### src/rtl/miriscv_timer_pkg.sv
// Shared definitions for the miriscv_timer peripheral: register offsets,
// CTRL/STATUS bit positions, the CTRL register layout and a byte-lane merge helper.
// Optional feature macro used by the peripheral: MIRISCV_TIMER_PWM_EN.
package miriscv_timer_pkg;

    localparam int unsigned BUS_W  = 32;
    localparam int unsigned BE_W   = 4;
    localparam int unsigned ADDR_W = 5;

    // Byte offsets inside the timer window (word aligned)
    localparam logic [ADDR_W-1:0] OFF_CTRL   = 5'h00;
    localparam logic [ADDR_W-1:0] OFF_PRESC  = 5'h04;
    localparam logic [ADDR_W-1:0] OFF_CMP    = 5'h08;
    localparam logic [ADDR_W-1:0] OFF_CNT    = 5'h0C;
    localparam logic [ADDR_W-1:0] OFF_STATUS = 5'h10;
    localparam logic [ADDR_W-1:0] OFF_DUTY   = 5'h14;

    localparam int unsigned CTRL_EN_BIT          = 0;
    localparam int unsigned CTRL_AUTO_RELOAD_BIT = 1;
    localparam int unsigned CTRL_IRQ_EN_BIT      = 2;
    localparam int unsigned STATUS_MATCH_BIT     = 0;

    typedef struct packed {
        logic irq_en;
        logic auto_reload;
        logic en;
    } ctrl_t;

    localparam int unsigned CTRL_W = $bits(ctrl_t);

    // Replace the enabled byte lanes of old with the matching lanes of wdata
    function automatic logic [BUS_W-1:0] be_merge(
        input logic [BUS_W-1:0] old,
        input logic [BUS_W-1:0] wdata,
        input logic [BE_W-1:0]  be
    );
        logic [BUS_W-1:0] res;
        for (int i = 0; i < int'(BE_W); i++) begin
            res[8*i +: 8] = be[i] ? wdata[8*i +: 8] : old[8*i +: 8];
        end
        return res;
    endfunction

endpackage

### src/rtl/miriscv_timer_prescaler.sv
// Prescaler for miriscv_timer: divides the clock by (presc + 1) while enabled.
// Ports:
//   clk, rst_n : clock, asynchronous active-low reset
//   en         : count enable; the divider holds its phase while low
//   presc      : divisor; 0 gives a tick every cycle
//   clear      : restart the divider phase at 0
//   tick_c     : one-cycle tick, combinational from the divider flop
module miriscv_timer_prescaler #(
    parameter int unsigned PRESC_W = 16
) (
    input  logic               clk,
    input  logic               rst_n,
    input  logic               en,
    input  logic [PRESC_W-1:0] presc,
    input  logic               clear,
    output logic               tick_c
);

    logic [PRESC_W-1:0] presc_cnt_q;
    logic [PRESC_W-1:0] presc_cnt_d;

    assign tick_c = en && (presc_cnt_q == presc);

    // Next divider phase; clear overrides counting
    always_comb begin
        presc_cnt_d = presc_cnt_q;
        if (clear) begin
            presc_cnt_d = '0;
        end else if (tick_c) begin
            presc_cnt_d = '0;
        end else if (en) begin
            presc_cnt_d = presc_cnt_q + PRESC_W'(1);
        end
    end

    always_ff @(posedge clk or negedge rst_n) begin
        if (!rst_n) begin
            presc_cnt_q <= '0;
        end else begin
            presc_cnt_q <= presc_cnt_d;
        end
    end

endmodule

### src/rtl/miriscv_timer.sv
// Memory-mapped timer/compare peripheral with prescaler, compare match,
// one-shot / auto-reload modes and a level interrupt.
// Optional PWM output is built when MIRISCV_TIMER_PWM_EN is defined;
// otherwise DUTY is unmapped and pwm_o is tied low.
// Ports:
//   clk_i, rst_n_i    : clock, asynchronous active-low reset
//   req_i, we_i       : access strobe and write select from the address decoder
//   be_i, addr_i      : write byte enables, byte offset (bits [1:0] ignored)
//   wdata_i, rdata_o  : write data, registered read data (held until next read)
//   int_req_o         : MATCH & IRQ_EN, level interrupt request
//   int_fin_i         : acknowledge pulse, clears MATCH
//   pwm_o             : registered PWM output
module miriscv_timer
    import miriscv_timer_pkg::*;
#(
    parameter int unsigned CNT_W   = 32,
    parameter int unsigned PRESC_W = 16
) (
    input  logic              clk_i,
    input  logic              rst_n_i,
    input  logic              req_i,
    input  logic              we_i,
    input  logic [BE_W-1:0]   be_i,
    input  logic [ADDR_W-1:0] addr_i,
    input  logic [BUS_W-1:0]  wdata_i,
    output logic [BUS_W-1:0]  rdata_o,
    output logic              int_req_o,
    input  logic              int_fin_i,
    output logic              pwm_o
);

    ctrl_t              ctrl_q,  ctrl_d;
    logic [PRESC_W-1:0] presc_q, presc_d;
    logic [CNT_W-1:0]   cmp_q,   cmp_d;
    logic [CNT_W-1:0]   cnt_q,   cnt_d;
    logic               match_q, match_d;
    logic [BUS_W-1:0]   rdata_d;
    logic [BUS_W-1:0]   ctrl_merged;

    logic [ADDR_W-1:0]  addr_word;
    logic               wr, rd;
    logic               wr_ctrl, wr_presc, wr_cmp, wr_cnt, wr_status;
    logic               tick;
    logic               tick_match;
    logic               match_clr;
    logic               unused_addr;

`ifdef MIRISCV_TIMER_PWM_EN
    logic [CNT_W-1:0]   duty_q, duty_d;
    logic               wr_duty;
    logic               pwm_q;
`endif

    // Address decode; the two low address bits do not select anything
    assign addr_word   = {addr_i[ADDR_W-1:2], 2'b00};
    assign unused_addr = ^addr_i[1:0];
    assign wr          = req_i && we_i;
    assign rd          = req_i && !we_i;
    assign wr_ctrl     = wr && (addr_word == OFF_CTRL);
    assign wr_presc    = wr && (addr_word == OFF_PRESC);
    assign wr_cmp      = wr && (addr_word == OFF_CMP);
    assign wr_cnt      = wr && (addr_word == OFF_CNT);
    assign wr_status   = wr && (addr_word == OFF_STATUS);
`ifdef MIRISCV_TIMER_PWM_EN
    assign wr_duty     = wr && (addr_word == OFF_DUTY);
`endif

    // Any write to CNT or PRESC restarts the divider phase
    miriscv_timer_prescaler #(
        .PRESC_W (PRESC_W)
    ) u_prescaler (
        .clk    (clk_i),
        .rst_n  (rst_n_i),
        .en     (ctrl_q.en),
        .presc  (presc_q),
        .clear  (wr_cnt || wr_presc),
        .tick_c (tick)
    );

    assign tick_match  = tick && (cnt_q == cmp_q);
    assign match_clr   = int_fin_i || (wr_status && be_i[0] && wdata_i[STATUS_MATCH_BIT]);
    assign ctrl_merged = be_merge(BUS_W'(ctrl_q), wdata_i, be_i);
    assign int_req_o   = match_q && ctrl_q.irq_en;

    // Register file and counter next state; CPU writes are applied last so they win
    always_comb begin
        ctrl_d  = ctrl_q;
        presc_d = presc_q;
        cmp_d   = cmp_q;
        cnt_d   = cnt_q;
        match_d = match_q;

        if (tick) begin
            if (cnt_q == cmp_q) begin
                if (ctrl_q.auto_reload) begin
                    cnt_d = '0;
                end else begin
                    ctrl_d.en = 1'b0;
                end
            end else begin
                cnt_d = cnt_q + CNT_W'(1);
            end
        end

        // A new compare event outranks a coincident clear
        if (match_clr) begin
            match_d = 1'b0;
        end
        if (tick_match) begin
            match_d = 1'b1;
        end

        if (wr_ctrl) begin
            ctrl_d.en          = ctrl_merged[CTRL_EN_BIT];
            ctrl_d.auto_reload = ctrl_merged[CTRL_AUTO_RELOAD_BIT];
            ctrl_d.irq_en      = ctrl_merged[CTRL_IRQ_EN_BIT];
        end
        if (wr_presc) begin
            presc_d = PRESC_W'(be_merge(BUS_W'(presc_q), wdata_i, be_i));
        end
        if (wr_cmp) begin
            cmp_d = CNT_W'(be_merge(BUS_W'(cmp_q), wdata_i, be_i));
        end
        if (wr_cnt) begin
            cnt_d = CNT_W'(be_merge(BUS_W'(cnt_q), wdata_i, be_i));
        end
    end

    // Read mux; unmapped offsets return 0
    always_comb begin
        rdata_d = '0;
        case (addr_word)
            OFF_CTRL:   rdata_d = BUS_W'(ctrl_q);
            OFF_PRESC:  rdata_d = BUS_W'(presc_q);
            OFF_CMP:    rdata_d = BUS_W'(cmp_q);
            OFF_CNT:    rdata_d = BUS_W'(cnt_q);
            OFF_STATUS: rdata_d = BUS_W'(match_q);
`ifdef MIRISCV_TIMER_PWM_EN
            OFF_DUTY:   rdata_d = BUS_W'(duty_q);
`endif
            default:    rdata_d = '0;
        endcase
    end

    always_ff @(posedge clk_i or negedge rst_n_i) begin
        if (!rst_n_i) begin
            ctrl_q  <= '0;
            presc_q <= '0;
            cmp_q   <= '0;
            cnt_q   <= '0;
            match_q <= 1'b0;
            rdata_o <= '0;
        end else begin
            ctrl_q  <= ctrl_d;
            presc_q <= presc_d;
            cmp_q   <= cmp_d;
            cnt_q   <= cnt_d;
            match_q <= match_d;
            if (rd) begin
                rdata_o <= rdata_d;
            end
        end
    end

`ifdef MIRISCV_TIMER_PWM_EN
    // DUTY register and registered PWM compare
    always_comb begin
        duty_d = duty_q;
        if (wr_duty) begin
            duty_d = CNT_W'(be_merge(BUS_W'(duty_q), wdata_i, be_i));
        end
    end

    always_ff @(posedge clk_i or negedge rst_n_i) begin
        if (!rst_n_i) begin
            duty_q <= '0;
            pwm_q  <= 1'b0;
        end else begin
            duty_q <= duty_d;
            pwm_q  <= ctrl_q.en && (cnt_q < duty_q);
        end
    end

    assign pwm_o = pwm_q;
`else
    assign pwm_o = 1'b0;
`endif

endmodule

### config.mk
export PLATFORM = sky130hd
export DESIGN_NAME = miriscv_timer
export DESIGN_NICKNAME = d
export VERILOG_FILES = /design/src/rtl/miriscv_timer_pkg.sv /design/src/rtl/miriscv_timer_prescaler.sv /design/src/rtl/miriscv_timer.sv
export SDC_FILE = /design/constraint.sdc
export NUM_CORES = 1
export LEC_CHECK = 0
export ABC_AREA = 1
export CAP_MARGIN = 10
export CORE_UTILIZATION = 55
export DETAILED_ROUTE_END_ITERATION = 6
export GPL_TIMING_DRIVEN = 0
export PLACE_DENSITY = 0.82
export SYNTH_ARGS = -nofsm -noshare
export SYNTH_HDL_FRONTEND = slang
export SYNTH_HIERARCHICAL = 1
export SYNTH_SLANG_ARGS = --single-unit
### constraint.sdc
create_clock -name clk_i -period 2.2 [get_ports clk_i]
set_input_delay 0.44 -clock clk_i [delete_from_list [all_inputs] [get_ports clk_i]]
set_output_delay 0.44 -clock clk_i [all_outputs]
set_load 0.03 [all_outputs]
# Word-level counts from Yosys, hierarchy flattened
# Index checks and enable logic that the tools add are counted.
[totals]
regBits = 132
out_inout_bits = 34
wordCells = 83
[classes]
add_sub_neg = 2
eq_ne = 13
mux = 19
n_reduce_logical = 33
[op_table]
columns = ["cell", "count"]
rows = [
  ["case mux 32 bit (5 select lines)", 1],
  ["two-way mux 32 bit", 4],
  ["two-way mux 16 bit", 3],
  ["adder 32 x 1 -> 32 bit (second input constant)", 1],
  ["equality test 32 bit", 1],
  ["two-way mux 8 bit", 4],
  ["adder 16 x 1 -> 16 bit (second input constant)", 1],
  ["equality test 16 bit", 1],
  ["AND reduction 2 bit", 7],
  ["logical AND 1 bit", 12],
  ["AND reduction 3 bit", 4],
  ["!= test 2 bit (second input constant)", 5],
  ["nonzero test 2 bit", 4],
  ["two-way mux 1 bit", 7],
  ["equality test 3 x 2 -> 1 bit (second input constant)", 2],
  ["logical NOT 5 bit", 1],
  ["AND reduction 4 bit", 1],
  ["equality test 3 x 1 -> 1 bit (second input constant)", 1],
  ["equality test 3 bit (second input constant)", 1],
  ["!= test 3 bit (second input constant)", 1],
  ["nonzero test 3 bit", 1],
  ["logical OR 1 bit", 2],
  ["!= test 2 x 1 -> 1 bit (second input constant)", 1],
  ["logical NOT 1 bit", 1],
]

# Logic depth before layout (Yosys ltp)
# Gate-level depths: netlist of the first run.
[logic_depth]
ltp_word = 7
mapped_depth = 14
ltp_nobuf = 14

# Hierarchy
# The synthesis of the first run kept the hierarchy.
[by_module_without_submodules]
columns = ["mod", "instances", "cells_each", "area_per_inst_um2", "seq_area_each_um2"]
rows = [
  ["miriscv_timer", 1, 916, 6881.6, 2902.8],
  ["miriscv_timer_prescaler", 1, 228, 1342.5, 400.4],
]

# Least setup slack after synthesis of the first run
# No wires, ideal clock.
[synth_path]
path_kind = "input port to flip-flop"
startpoint = "input req_i"
endpoint = "register u_prescaler.presc_cnt_q[5]"
t_arrival_ns = 1.733
t_required_ns = 2.080
slack_ns = 0.348
path_stages = 11
n_path_buf = 1
path_cell_list = "nand2_1 nor2_8 inv_2 buf_2 nand2_1 nor2_1 inv_1 nand2_1 nor2_1 xor2_1 nor2_1"
[synth_via]
elab_chain_len = 4
[synth_lines]
columns = ["element", "line", "source"]
rows = [
  ["start: declaration", "miriscv_timer.sv:21", "input logic req_i,"],
  ["logical AND 1 bit *", "miriscv_timer.sv:57", "assign wr = req_i && we_i;"],
  ["logical AND 1 bit (on tied branches)", "miriscv_timer.sv:62, miriscv_timer.sv:60", ""],
  ["logical OR 1 bit *", "miriscv_timer.sv:76", ".clear (wr_cnt || wr_presc),"],
  ["nonzero test 3 bit (no line) / two-way mux 16 bit (equally long branches)", "n/a", ""],
  ["end signal: assignment", "miriscv_timer_prescaler.sv:40", "presc_cnt_q <= presc_cnt_d;"],
  ["end: declaration", "miriscv_timer_prescaler.sv:19", "logic [PRESC_W-1:0] presc_cnt_q;"],
]
# Every way passes the cells marked *; elsewhere a longest branch is shown, timed or not.
# A chain may end at the register's enable or synchronous reset.

# Worst setup path in the final report of the first run
[layout_path]
startpoint = "input req_i"
endpoint = "register u_prescaler.presc_cnt_q[8]"
# Same word-level chain as after synthesis.

==> metrics.md, run 1 <==
| Metric | Value |
|---|---|
| Final Cell Area | 9859 um^2 |
| Setup TNS | 0 ps |
| Antenna Cells | 0 |
| Critical Path Start | req_i |
| Initial Utilization | 56.37% |
| Synth Register Bits | 132 |
| Multi-input logic area | 4249 um^2 |
| Endpoints failing setup | 0 |
| Cts hold-fix bufs | 0 |
| Worst R2R Path Depth | 14 |
| Largest net degree at the start of global routing | 75 |
| LEAKAGE | 4.922 nW |
| Synth top cells by count | 467 x nand2_1, 132 x dfrtp_1, 116 x inv_1, 95 x nor2_1, 66 x nand3_1 |
| Reg clk slew, reported paths | 60 ps |
| Wire length of the first global-routing pass | 38050 um |
| Synth async-reset ratio | 100.0% |
| Final Cycle Share | 95.92% |
| FILL cells | 1256 |
| Cells after synthesis | 1144 |
| Number of synthesized flops with an enable pin | 0 |
| Primary FF master, synth | dfrtp_1 |
| Final Hold Fails | 15 |
| Dominant cells by area after synthesis | dfrtp_1 40%, nand2_1 21%, mux2_2 5.6% |
| Max Slew Vio Count | 0 |
| Metal3 WL | 1335 um |
| Synthesized cell area | 8224 um^2 |
| Failing checks | negative hold slack |
| Placed Area | 9244 um^2 |
| M1 wire length | 9597 um |
| CTS buffer count | 17 |
| Htree depth | 4 |
| WP data required | 2510 ps |
| Worst setup endpoint | u_prescaler/presc_cnt_q[8] |
| Die width | 124.3 um |
| WL final | 23110 um |
| Number of global-route vias before repair | 7730 |
| Sequential-to-total area share from yosys stat | 40.16% |
| RSZ-0062 raised after global routing | true |
| Reg2Reg Launch Point | presc_q[9] |
| Core area | 14590 um^2 |
| Worst-skew pair later-pin latency | 430 ps |
| Area leader, netlist | dfrtp_1 |
| Outcome | complete, but fails checks |
| DIE AREA | 15450 um^2 |
| Synth cell types | 43 |
| Rows | 44 |
| Avg Vias per Cell | 5.422 |
| Post-Synth XOR/XNOR Area | 5.431% |
| Hold WS | -12.10 ps |
| Clk buf depth | 2 |
| Nets | 1290 |
| Top cell type's share of synthesized area | 40.16% |
| Area Overhead vs Synth | 19.88% |
| IO Count | 80 |
| Largest family of logic cells by synthesized area | simple AND/OR/NAND/NOR gates |
| Initial antenna violation count | 0 |
| Least-Margin Pin Slew | 643.5 ps |
| DP HPWL | 16810 um |
| Slew HR | 57.10% |
| Input/output buffers | 76 |
| Post-Synth Simple-Gate Area | 34.20% |
| Synthesized Nets | 1192 |
| Initial DRC Count | 602 |
| Most common cell in the netlist | nand2_1 |
| Hold Path Class | in2async |
| Pwr Density | 763.4 nW/um^2 |
| Reg2Reg Setup Slack | 130 ps |
| Crit. End Element | register |
| VDD IR max | 0.0005851 V |
| Max layer used | met4 |
| Crit Path Max Fanout | 10 |
| Syn avg cell area | 7.189 um^2 |
| Total gr overflow | 0 |
| Post-synthesis compound-gate area fraction | 5.796% |
| Wire length per cell | 16.06 um |
| Register Area | 3307 um^2 |
| Clk_skew | 9.179 ps |
| RePlAce Congestion | 1.012 |
| Mux cell area share after synthesis | 5.736% |
| Total global-route track usage | 31.21% |
| Worst EP arrival | 2420 ps |
| Share of cells above drive strength 1 | 11.71% |
| DRC | 0 |
| Max-cap violations | 0 |
| Root buf cell | clkbuf_16 |
| Worst R2R End | cnt_q[16] |
| Adder-Cell Fraction of Synth Area | 0.3043% |
| Pre-antenna DRT Iters | 7 |
| Yosys warning count | 6 |
| Metal2 WL | 11290 um |
| Crit Path Category | in2reg |
| Via count | 7802 |
| Min Tclk post-route | 2110 ps |
| Tot Pwr | 7.527 mW |
| Die height | 124.3 um |
| CTS tree | built |
| Number of routed nets with antenna violations | 0 |
| # clock sinks | 132 |
| Max Clk Rate | 473.9 MHz |
| Type of origin of the critical path | input pin |
-- metal layers --
metal	GRT usage [%]	vias up
li1	-	3781
met1	38.27	3621
met2	52.10	330
met3	5.799	70
met4	16.65	0
met5	0	-
-- cell usage in the layout (no fill, tap or decap), types with 6 or more instances in the layout --
cell type,instances
xor2_1,24
mux2_2,41
inv_1,115
clkinv_2,7
inv_2,10
clkdlybuf4s50_1,71
nand4_1,6
nand2_1,465
nand3_1,66
nor2_1,94
o21ai_1,22
buf_6,6
nor2_4,7
xnor2_1,27
dfrtp_1,129
nand2_4,7
o22ai_1,6
o21ai_0,32
a21oi_1,8
buf_2,13
clkbuf_16,17
-- power by group --
| part | internal, mW | leakage, nW | switching (mW) | total [mW] |
|---|---|---|---|---|
| combinational | 0.701 | 2.88 | 0.940 | 1.64 |
| sequential | 2.75 | 1.75 | 0.347 | 3.10 |
| clock | 1.69 | 0.289 | 1.10 | 2.79 |
-- cell families after synthesis --
kind of cell               count (synthesis)
buffers and inverters                    163
other                                      1
DFF                                      132
adders and majority gates                  2
AOI/OAI and AO/OA                         84
xor gates and xnor gates                  51
and+or+nand+nor                          669
muxes                                     42
-- layout make-up --
type / count / share of cell area, %
buffer: 34 / 2.056
clock buffer: 18 / 4.454
clock inverter: 14 / 1.396
inverter: 129 / 4.937
multi-input combinational: 849 / 43.10
sequential: 132 / 33.54
tap: 184 / 2.335
timing repair buffer: 79 / 8.185
-- what timing repair did --
item                                   CTS  global route
buffers inserted                         2             0
endpoints found under the hold margin    0             0
pin swaps                                2             0
setup endpoints to repair               14            53
resized for setup                        4            11
-- critical path, cell delays in order --
cell             delay (ps)
clkdlybuf4s50_1         520
nand2_4                 190
nor2_8                   50
inv_2                   150
clkbuf_4                250
nand2_1                 110
nor2_1                  190
buf_4                   230
nor3_1                   70
o21ai_0                 140
nor2_1                   60
-- flip-flops by register name, indices dropped and copies added, names as in the netlist --
name	count
cmp_q	32
u_prescaler/presc_cnt_q	16
presc_q	16
match_q	1
cnt_q	32
rdata_o	32
ctrl_q	3
-- how the worst min path moves through the flow --
stage                                             end  slack, ps
after CTS                  u_prescaler/presc_cnt_q[7]          7
final                     u_prescaler/presc_cnt_q[10]        -10
after global placement                      cmp_q[12]        490
after detailed placement   u_prescaler/presc_cnt_q[6]        460
after global routing       u_prescaler/presc_cnt_q[5]         30
after floorplan                              cmp_q[0]        140
-- stage by stage --
stage / utilization (%) / instances / setup WS, ps
floorplan: - / 1144 / 347.9
global placement: 63.16 / 1404 / -4599
detailed placement: 63.36 / 1405 / -650.9
CTS: 67.42 / 1439 / 1.823
global route: 67.58 / 1439 / -33.20
finish: 67.58 / 1439 / 89.82
Power figures use the tool's default switching activity.
==> run 2, diff against run 1 <==
- CTS_CLUSTER_DIAMETER: default -> 30
- clock period: 2.2 -> 2.72 ns (I/O delays scaled with it)
==> run 2 against run 1 <==
Compared with the run above:
- the flow now finishes without violations
- global-route usage shrank 0.10 points
- design area shrank 0.34%
- clock power down 19%
- critical path type unchanged
==> metrics.md, run 2 (synthesis gave the netlist of run 1 again) <==
| Metric | Value |
|---|---|
| Outcome | finished, final reports clean (was complete, but fails checks) |
| Clk buf depth | 2 (unchanged) |
| Largest net degree at the start of global routing | 75 (unchanged) |
| Worst path slowest cell | clkdlybuf4s50_1 (unchanged) |
| Psw | 1.935 mW (was 2.391 mW) |
| Endpoints failing setup | 0 (unchanged) |
| Pwr Density | 619.2 nW/um^2 (was 763.4 nW/um^2) |
| Worst path max stage delay | 570 ps (was 520 ps) |
| Comb power frac | 21.8% (about the same) |
| WP data required | 3030 ps (was 2510 ps) |
| Crit Path Max Fanout | 10 (unchanged) |
| Placed Area | 9244 um^2 (unchanged) |
| LEAKAGE | 4.899 nW (was 4.922 nW) |
| Min Tclk post-route | 2560 ps |
| Worst EP arrival | 2870 ps (was 2420 ps) |
| Commonest non-fill, non-tap cell in the layout | nand2_1 (unchanged) |
| Clk_skew | 10.48 ps (was 9.179 ps) |
| Multi-input logic area | 4239 um^2 (was 4249 um^2) |
| Final Cycle Share | 94.12% |
| Buffers & Inverters on Critical Path | 5 (was 4) |
| Via count | 7744 (was 7802) |
| Crit Path Category | in2reg (unchanged) |
| Crit. End Element | register (unchanged) |
| CTS tree | built (unchanged) |
| CP Cell Sequence | clkdlybuf4s50_1, inv_2, nand3_4, nor2_8, inv_2, buf_2, nand2_1, nor2_1, inv_1, nand2_1, nor2_1, xor2_1, nor2_1 (was clkdlybuf4s50_1, nand2_4, nor2_8, inv_2, clkbuf_4, nand2_1, nor2_1, buf_4, nor3_1, o21ai_0, nor2_1) |
| Antenna Cells | 0 (unchanged) |
| FILL cells | 1254 (was 1256) |
| CTS buffer count | 17 (unchanged) |
| Sequential Power Share | 41.1% (about the same) |
| Nets | 1288 (was 1290) |
| Net Sw Frac | 31.80% (was 31.77%) |
| Type of origin of the critical path | input pin (unchanged) |
| Final Cell Area | 9826 um^2 (was 9859 um^2) |
| DRC | 0 (unchanged) |
| Wire length per cell | 16.01 um (was 16.06 um) |
| Total global-route track usage | 31.10% (was 31.21%) |
| Slew HR | 44.47% (was 57.10%) |
| CP delay by family, top | buffers and inverters (unchanged) |
| Max-cap violations | 0 (unchanged) |
| Avg Vias per Cell | 5.389 (was 5.422) |
| Worst R2R Path Depth | 14 (unchanged) |
| Max Clk Rate | 390.6 MHz |
| Worst-skew pair later-pin latency | 430 ps (about the same) |
| Final Hold Fails | 0 (was 15) |
| Reg2Reg Setup Slack | 620 ps (was 130 ps) |
| Initial Utilization | 56.37% (unchanged) |
| Most common cell on crit path | nor2_1 (unchanged) |
| Most frequent cells in the layout | 466 x nand2_1, 132 x dfrtp_1, 116 x inv_1 (was 465 x nand2_1, 129 x dfrtp_1, 115 x inv_1) |
| Leading registers by flop count | cmp_q x32, cnt_q x32, rdata_o x32 (unchanged) |
| Worst R2R End | cnt_q[16] (unchanged) |
| Input/output buffers | 76 (unchanged) |
| Rows | 44 (unchanged) |
| Die height | 124.3 um (unchanged) |
| Share of cells above drive strength 1 | 11.09% (was 11.71%) |
| RSZ-0062 raised after global routing | false (was true) |
| Placed Cells incl. Taps | 1405 (unchanged) |
| Least-Margin Pin Slew | 829.8 ps (was 643.5 ps) |
| Root buf cell | clkbuf_16 (unchanged) |
| IO Count | 80 (unchanged) |
| Pre-antenna DRT Iters | 7 (unchanged) |
| Reg clk slew, reported paths | 60 ps (about the same) |
| RePlAce Congestion | 1.012 (unchanged) |
| Core area | 14590 um^2 (unchanged) |
| Internal power | 4.149 mW (was 5.135 mW) |
| DIE AREA | 15450 um^2 (unchanged) |
| Wire length of the first global-routing pass | 37920 um (was 38050 um) |
| Htree depth | 4 (unchanged) |
| Reg2Reg Launch Point | u_prescaler/presc_cnt_q[0] (was presc_q[9]) |
| Initial antenna violation count | 0 (unchanged) |
| Max Slew Vio Count | 0 (unchanged) |
| WL final | 23010 um (was 23110 um) |
| Number of routed nets with antenna violations | 0 (unchanged) |
| Cts hold-fix bufs | 0 (unchanged) |
| Clock Power Share | 37.1% (about the same) |
| DP HPWL | 16810 um (unchanged) |
| VDD IR max | 0.0004681 V (was 0.0005851 V) |
| # clock sinks | 132 (unchanged) |
| Area Overhead vs Synth | 19.47% (was 19.88%) |
| Hold Path Class | in2async (unchanged) |
| Fin cells | 1437 (was 1439) |
| Initial DRC Count | 710 (was 602) |
| Register Area | 3303 um^2 (was 3307 um^2) |
| Number of global-route vias before repair | 7682 (was 7730) |
| Total gr overflow | 0 (unchanged) |
| Die width | 124.3 um (unchanged) |
## run 2: cell types whose count changed in the layout (fill, tap and decap cells not counted), sizes merged
cell / change
clkdlybuf4s50: +3
dlygate4sd2: -2
clkbuf: -1
dlymetal6s2s: -1
buf: -1
## run 2: power by group through the flow
stage          Combinational, mW  Sequential [mW]  Clock (mW)
6_report                    1.32             2.50        2.26
5_1_grt                     1.47             2.53        2.36
4_1_cts                     1.32             2.49        2.27
3_5_place_dp                1.30             2.52           0
3_3_place_gp                1.27             2.51           0
2_1_floorplan              0.822             2.53           0
## run 2: timing repair
action / 4_1_cts / 5_1_grt
buffers inserted: 0 / 0
endpoints found under the setup margin: 0 / 1
resized for setup: 0 / 2
## run 2: through the flow
step | util, % | total power, mW | setup slack, ps | TNS, ps | hold slack (ps)
finish | 67.35 | 6.084 | 159.9 | 0 | 91.63
global route | 67.35 | 6.366 | 19.69 | 0 | 132.1
floorplan | - | 3.350 | 763.9 | 0 | 248.4
detailed placement | 63.36 | 3.818 | -234.9 | -1697 | 495.2
CTS | 67.32 | 6.080 | 178.7 | 0 | 111.0
global placement | 63.16 | 3.779 | -4183 | -551640 | 490.6
## run 2: how the worst max path moves through the flow
stage              start                          to  slack [ps]  cells after the start
2_1_floorplan      req_i  u_prescaler/presc_cnt_q[5]         760                     11
3_3_place_gp     rst_n_i                 rdata_o[19]       -4180                      1
3_5_place_dp   addr_i[3]  u_prescaler/presc_cnt_q[5]        -230                     12
4_1_cts             we_i  u_prescaler/presc_cnt_q[5]         180                     12
5_1_grt        addr_i[4]  u_prescaler/presc_cnt_q[5]          20                     13
6_report       addr_i[4]  u_prescaler/presc_cnt_q[5]         160                     13
## run 2: routing by layer
metal / track usage, % / vias to the layer above / part of all wire [%]
li1: - / 3769 / -
met1: 38.41 / 3598 / 41
met2: 52.13 / 308 / 49
met3: 5.541 / 69 / 6.1
met4: 15.88 / 0 / 3.8
met5: 0 / - / 0
## run 2: area by class of cell
type | instances | share of cell area (%)
multi-input combinational | 849 | 43.14
sequential | 132 | 33.62
timing repair buffer | 77 | 8.061
inverter | 129 | 4.954
clock buffer | 18 | 4.470
tap | 184 | 2.343
buffer | 34 | 2.012
clock inverter | 14 | 1.401
